===== src/rtl/keypad_scanner.sv =====
// Row-scanning 4x4 keypad controller with per-scan debounce and a CPU-readable key store.
// Build option KEYPAD_FIFO_EN: 4-entry FIFO store instead of a single holding register.
module keypad_scanner #(
    parameter int unsigned SCAN_DIV = 25000,
    parameter int unsigned DEBOUNCE = 3
) (
    input  logic       clk,
    input  logic       reset,
    output logic [3:0] rowwrite,
    input  logic [3:0] colread,
    input  logic       ack,
    input  logic       statusordata,
    output logic [3:0] keyout
);
    localparam int unsigned DivW = (SCAN_DIV > 1) ? $clog2(SCAN_DIV) : 1;
    localparam int unsigned CntW = (DEBOUNCE > 1) ? $clog2(DEBOUNCE + 1) : 1;
    localparam logic [DivW-1:0] DivLast = DivW'(SCAN_DIV - 1);
    localparam logic [CntW-1:0] DebMax = CntW'(DEBOUNCE);
    localparam bit DebOne = (DEBOUNCE <= 1);

    typedef enum logic [1:0] {StIdle, StDebounce, StHeld} state_e;

    logic [DivW-1:0] div_q, div_d;
    logic [1:0]      row_q, row_d;
    logic            acc_hit_q, acc_hit_d;
    logic [3:0]      acc_code_q, acc_code_d;
    state_e          state_q, state_d;
    logic [CntW-1:0] cnt_q, cnt_d, cnt_inc;
    logic [3:0]      cand_q, cand_d;
    logic            ack_q;

    logic       row_last, scan_last;
    logic       col_hit;
    logic [1:0] col_idx;
    logic       scan_hit;
    logic [3:0] scan_code;
    logic       capture;
    logic       ack_edge;
    logic       drop;
    logic       valid;
    logic [3:0] head;
    logic       overrun_q, overrun_d;

    assign row_last  = (div_q == DivLast);
    assign scan_last = row_last && (row_q == 2'd3);
    assign rowwrite  = ~(4'b0001 << row_q);
    assign ack_edge  = ack && !ack_q;
    assign cnt_inc   = cnt_q + CntW'(1);

    always_comb begin
        div_d = div_q + DivW'(1);
        row_d = row_q;
        if (row_last) begin
            div_d = '0;
            row_d = row_q + 2'd1;
        end
    end

    // Lowest low column wins.
    always_comb begin
        col_hit = 1'b0;
        col_idx = 2'd0;
        for (int i = 3; i >= 0; i--) begin
            if (!colread[i]) begin
                col_hit = 1'b1;
                col_idx = 2'(i);
            end
        end
    end

    // First hit of the scan is kept; the final row's sample is folded in at scan end.
    always_comb begin
        acc_hit_d  = acc_hit_q;
        acc_code_d = acc_code_q;
        if (row_last && col_hit && !acc_hit_q) begin
            acc_hit_d  = 1'b1;
            acc_code_d = {row_q, col_idx};
        end
        if (scan_last) begin
            acc_hit_d  = 1'b0;
            acc_code_d = 4'h0;
        end
    end

    assign scan_hit  = acc_hit_q || col_hit;
    assign scan_code = acc_hit_q ? acc_code_q : {row_q, col_idx};

    always_comb begin
        state_d = state_q;
        cnt_d   = cnt_q;
        cand_d  = cand_q;
        capture = 1'b0;
        if (scan_last) begin
            unique case (state_q)
                StIdle: begin
                    if (scan_hit) begin
                        cand_d = scan_code;
                        cnt_d  = CntW'(1);
                        if (DebOne) begin
                            capture = 1'b1;
                            state_d = StHeld;
                        end else begin
                            state_d = StDebounce;
                        end
                    end
                end
                StDebounce: begin
                    if (!scan_hit) begin
                        state_d = StIdle;
                        cnt_d   = '0;
                    end else if (scan_code != cand_q) begin
                        cand_d = scan_code;
                        cnt_d  = CntW'(1);
                    end else begin
                        cnt_d = cnt_inc;
                        if (cnt_inc == DebMax) begin
                            capture = 1'b1;
                            state_d = StHeld;
                        end
                    end
                end
                StHeld: begin
                    if (!scan_hit) begin
                        state_d = StIdle;
                        cnt_d   = '0;
                    end
                end
                default: state_d = StIdle;
            endcase
        end
    end

    always_ff @(posedge clk) begin
        if (reset) begin
            div_q      <= '0;
            row_q      <= 2'd0;
            acc_hit_q  <= 1'b0;
            acc_code_q <= 4'h0;
            state_q    <= StIdle;
            cnt_q      <= '0;
            cand_q     <= 4'h0;
            ack_q      <= 1'b0;
            overrun_q  <= 1'b0;
        end else begin
            div_q      <= div_d;
            row_q      <= row_d;
            acc_hit_q  <= acc_hit_d;
            acc_code_q <= acc_code_d;
            state_q    <= state_d;
            cnt_q      <= cnt_d;
            cand_q     <= cand_d;
            ack_q      <= ack;
            overrun_q  <= overrun_d;
        end
    end

`ifdef KEYPAD_FIFO_EN
    logic [3:0] mem_q [4];
    logic [1:0] rd_q, rd_d, wr_q, wr_d;
    logic [2:0] fcnt_q, fcnt_d;
    logic       wr_en;

    // Pop is applied before the push so a same-cycle capture can use the freed slot.
    always_comb begin
        rd_d   = rd_q;
        wr_d   = wr_q;
        fcnt_d = fcnt_q;
        drop   = 1'b0;
        wr_en  = 1'b0;
        if (ack_edge && (fcnt_q != 3'd0)) begin
            rd_d   = rd_q + 2'd1;
            fcnt_d = fcnt_q - 3'd1;
        end
        if (capture) begin
            if (fcnt_d == 3'd4) begin
                drop = 1'b1;
            end else begin
                wr_en  = 1'b1;
                wr_d   = wr_q + 2'd1;
                fcnt_d = fcnt_d + 3'd1;
            end
        end
    end

    always_ff @(posedge clk) begin
        if (reset) begin
            rd_q   <= 2'd0;
            wr_q   <= 2'd0;
            fcnt_q <= 3'd0;
            for (int i = 0; i < 4; i++) mem_q[i] <= 4'h0;
        end else begin
            rd_q   <= rd_d;
            wr_q   <= wr_d;
            fcnt_q <= fcnt_d;
            if (wr_en) mem_q[wr_q] <= scan_code;
        end
    end

    assign valid = (fcnt_q != 3'd0);
    assign head  = mem_q[rd_q];
`else
    logic [3:0] hold_q, hold_d;
    logic       occ_q, occ_d;

    always_comb begin
        hold_d = hold_q;
        occ_d  = occ_q;
        drop   = 1'b0;
        if (ack_edge) occ_d = 1'b0;
        if (capture) begin
            if (occ_d) begin
                drop = 1'b1;
            end else begin
                hold_d = scan_code;
                occ_d  = 1'b1;
            end
        end
    end

    always_ff @(posedge clk) begin
        if (reset) begin
            hold_q <= 4'h0;
            occ_q  <= 1'b0;
        end else begin
            hold_q <= hold_d;
            occ_q  <= occ_d;
        end
    end

    assign valid = occ_q;
    assign head  = hold_q;
`endif

    always_comb begin
        overrun_d = overrun_q;
        if (ack_edge) overrun_d = 1'b0;
        if (drop) overrun_d = 1'b1;
    end

    assign keyout = statusordata ? {2'b00, overrun_q, valid} : (valid ? head : 4'h0);

endmodule


===== config.mk =====
export PLATFORM = sky130hd
export DESIGN_NAME = keypad_scanner
export DESIGN_NICKNAME = d
export VERILOG_FILES = /design/src/rtl/keypad_scanner.sv
export SDC_FILE = /design/constraint.sdc
export NUM_CORES = 1
export LEC_CHECK = 0
export CAP_MARGIN = 0
export CORE_MARGIN = 5
export CORE_UTILIZATION = 43
export CTS_BUF_LIST = sky130_fd_sc_hd__clkbuf_8
export CTS_CLUSTER_SIZE = 12
export DETAILED_ROUTE_END_ITERATION = 8
export GPL_TIMING_DRIVEN = 0
export PLACE_DENSITY = 0.63
export SLEW_MARGIN = 10
export SYNTH_ARGS = -nofsm -noshare
export SYNTH_HDL_FRONTEND = slang
export SYNTH_SLANG_ARGS = --single-unit
export TNS_END_PERCENT = 30

===== constraint.sdc =====
create_clock -name clk -period 3 [get_ports clk]
set_clock_uncertainty 0.05 [all_clocks]
set_input_delay 0.9 -clock clk [delete_from_list [all_inputs] [get_ports clk]]
set_output_delay 0.9 -clock clk [all_outputs]
set_load 0.02 [all_outputs]

==> qor.csv <==
metric,value,unit
cp_data_required_time,2050,ps
syn_inst,211,
drv_slew,0,
clkLatencyLatePin,290,ps
cts_root_buf,clkbuf_8,
viasPerCell,5.22,
drc,0,
period_minus_slack,2890,ps
place_area,2050,µm²
cts_max_level,2,
r2r_cells,9,
end_kind,output port,
fin_util,52.9,%
drive_above_1_share,8.47,%
initial_core_util,45.2,%
grt_setup_unrepaired,no,
gr-max-usage-layer,met2,
power,0.870,mW
gp_congestion,0.742,
maxCapViolCount,0,
cts.sinks,37,
syn_area,1840,µm²
cts_buffers,5,
wl,3.43,mm
dr.pass1.iters,4,
io-pin-count,16,
worstHoldStart,overrun_q$_SDFFE_PP0P_,
tightestPinTransition,406,ps
antenna_cells,0,
ys_warn_count,0,
cp-start-kind,input pin,
grt_pass1_wl,5.95,mm
worst-r2r-setup-slack,680,ps
finalHoldViolCount,0,
antenna_found_initial,0,
crit_type,input pin to output port,
holdBufCountCts,0,
async_reset_ff_share,0,%
synth_seq_cells,37,
use_met1,17.5,%
timing.rr.end,overrun_q$_SDFFE_PP0P_,
synth_edf_count,0,
io_buffers,15,
min_to,overrun_q$_SDFFE_PP0P_,
wl_per_cell,12.0,µm
place_hpwl,2.49,mm
cts_max_path_buffers,2,
grt-ovfl-total,0,
drtAntennaViolNets,0,
dieArea,5680,µm²
num_rows,23,
grt_max_degree,12,
final_cell_mix,"dfxtp_1 (37), nor2_1 (30), nand2_1 (17)",
syn_avg_cell_area,8.70,µm²
r2r_start,div_q[0]$_SDFF_PP0_,
ys.flop_type,dfxtp_1,
first_global_vias,1370,
die_h,75.3,µm
powerDensity,405,nW/µm²
final_area,2150,µm²
clk_pin_slew_worst_paths,60,ps
power.static_leakage,0.828,nW
ir_drop,320,µV
num_vias,1494,
tns,0,ps
design.core.area,4060,µm²
grt_use_met2,21.2,%
final_common_cell,dfxtp_1,
crit_arrival,1940,ps
syn_to_final_growth,16.9,%
die_w,75.3,µm
use_met3,4.49,%
drt_iter0_markers,36,
synthesis.nets,225,
cts_tree,done,
worstPathMaxFanout,5,
period_share,96.2,%
synth_cell_types,43,
nNetsFinal,249,
grt.total_usage,13.8,%
hold_class,flop to flop,
slew_headroom,72.2,%
setup_viol,0,
hold_depth,2,
status,completed,
seq_area_frac_synth,40.4,%
fmax,0.347,GHz
[flip-flops by register name, indices dropped and copies added (netlist names), 2 cells and up]
| name | cells |
|---|---|
| acc_code_q | 4 |
| head | 4 |
| cand_q | 4 |
| cnt_q | 2 |
| state_q | 2 |
| row_q | 2 |
| div_q | 15 |
[how the worst max path moves through the flow]
stage / startpoint / slack, ps / endpoint / cells past startpoint
6_report: statusordata / 110 / keyout[3] / 3
5_1_grt: colread[3] / 10 / head[1]$_SDFFE_PP0P_ / 8
4_1_cts: colread[3] / 20 / head[3]$_SDFFE_PP0P_ / 8
3_5_place_dp: colread[0] / -380 / head[3]$_SDFFE_PP0P_ / 8
3_3_place_gp: colread[0] / -380 / head[3]$_SDFFE_PP0P_ / 8
2_1_floorplan: colread[3] / 430 / head[1]$_SDFFE_PP0P_ / 7
[Yosys cell counts, drive strengths merged, types with 3 or more instances]
library cell	n	area share, %
xor2	8	3.8
nand2b	4	1.4
or3	3	1.0
nor2	30	6.1
xnor2	8	3.8
ha	6	4.1
o21ai	9	2.5
nand3	4	1.1
mux2	3	1.8
inv	11	2.2
a21oi	13	3.5
buf	5	2.1
nand2	18	4.1
mux2i	7	3.8
nor2b	4	1.4
clkbuf	3	0.61
and3	4	1.5
nor3	6	2.2
dfxtp	37	40
nand4	5	1.7
[critical path: stages]
cell	delay, ps
clkdlybuf4s50_1	530
and3b_1	190
dlygate4sd2_1	310
[report_power, final]
| part | total [mW] | internal [mW] | switching [mW] |
|---|---|---|---|
| Combinational | 0.0467 | 0.0212 | 0.0255 |
| Sequential | 0.500 | 0.496 | 0.00402 |
| Clock | 0.323 | 0.157 | 0.166 |
[area by class of cell]
type                       instances  area, µm²
fill                             390       1910
multi-input combinational        154       1010
sequential                        37        741
timing repair buffer              17        159
clock buffer                       5       68.8
tap                               50       62.6
buffer                             8       50.0
inverter                          12       45.0
clock inverter                     3       13.8
[through the flow]
step                      setup WS (ps)  hold WS (ps)  cells
after floorplan                     429           375    211
after global placement             -381           389    276
after detailed placement           -383           400    276
after CTS                          18.6           410    284
after global routing               11.5           443    286
final                               115           403    286
[logic make-up (layout without fill, tap and decap cells)]
family	Yosys count	in the layout	share of synthesized area (%)
and+or+nand+nor	91	91	26.9
AOI/OAI and AO/OA	31	31	10.2
DFF	37	37	40.4
adders and majority gates	6	6	4.09
xor gates and xnor gates	16	16	7.63
buffers and inverters	20	45	5.18
muxes	10	10	5.66
[timing repair]
action	4_1_cts	5_1_grt
endpoints found under the hold margin	0	0
setup endpoints to repair	7	3
resized for setup	6	0
gates cloned	0	0
pin swaps	1	1
buffers inserted	0	2
[metal layers]
metal | vias to the layer above | part of all wire (%)
li1 | 768 | -
met1 | 699 | 50
met2 | 21 | 44
met3 | 6 | 4.5
met4 | 0 | 1.7
met5 | - | 0
Note: power is estimated with default switching activity, not from simulation.
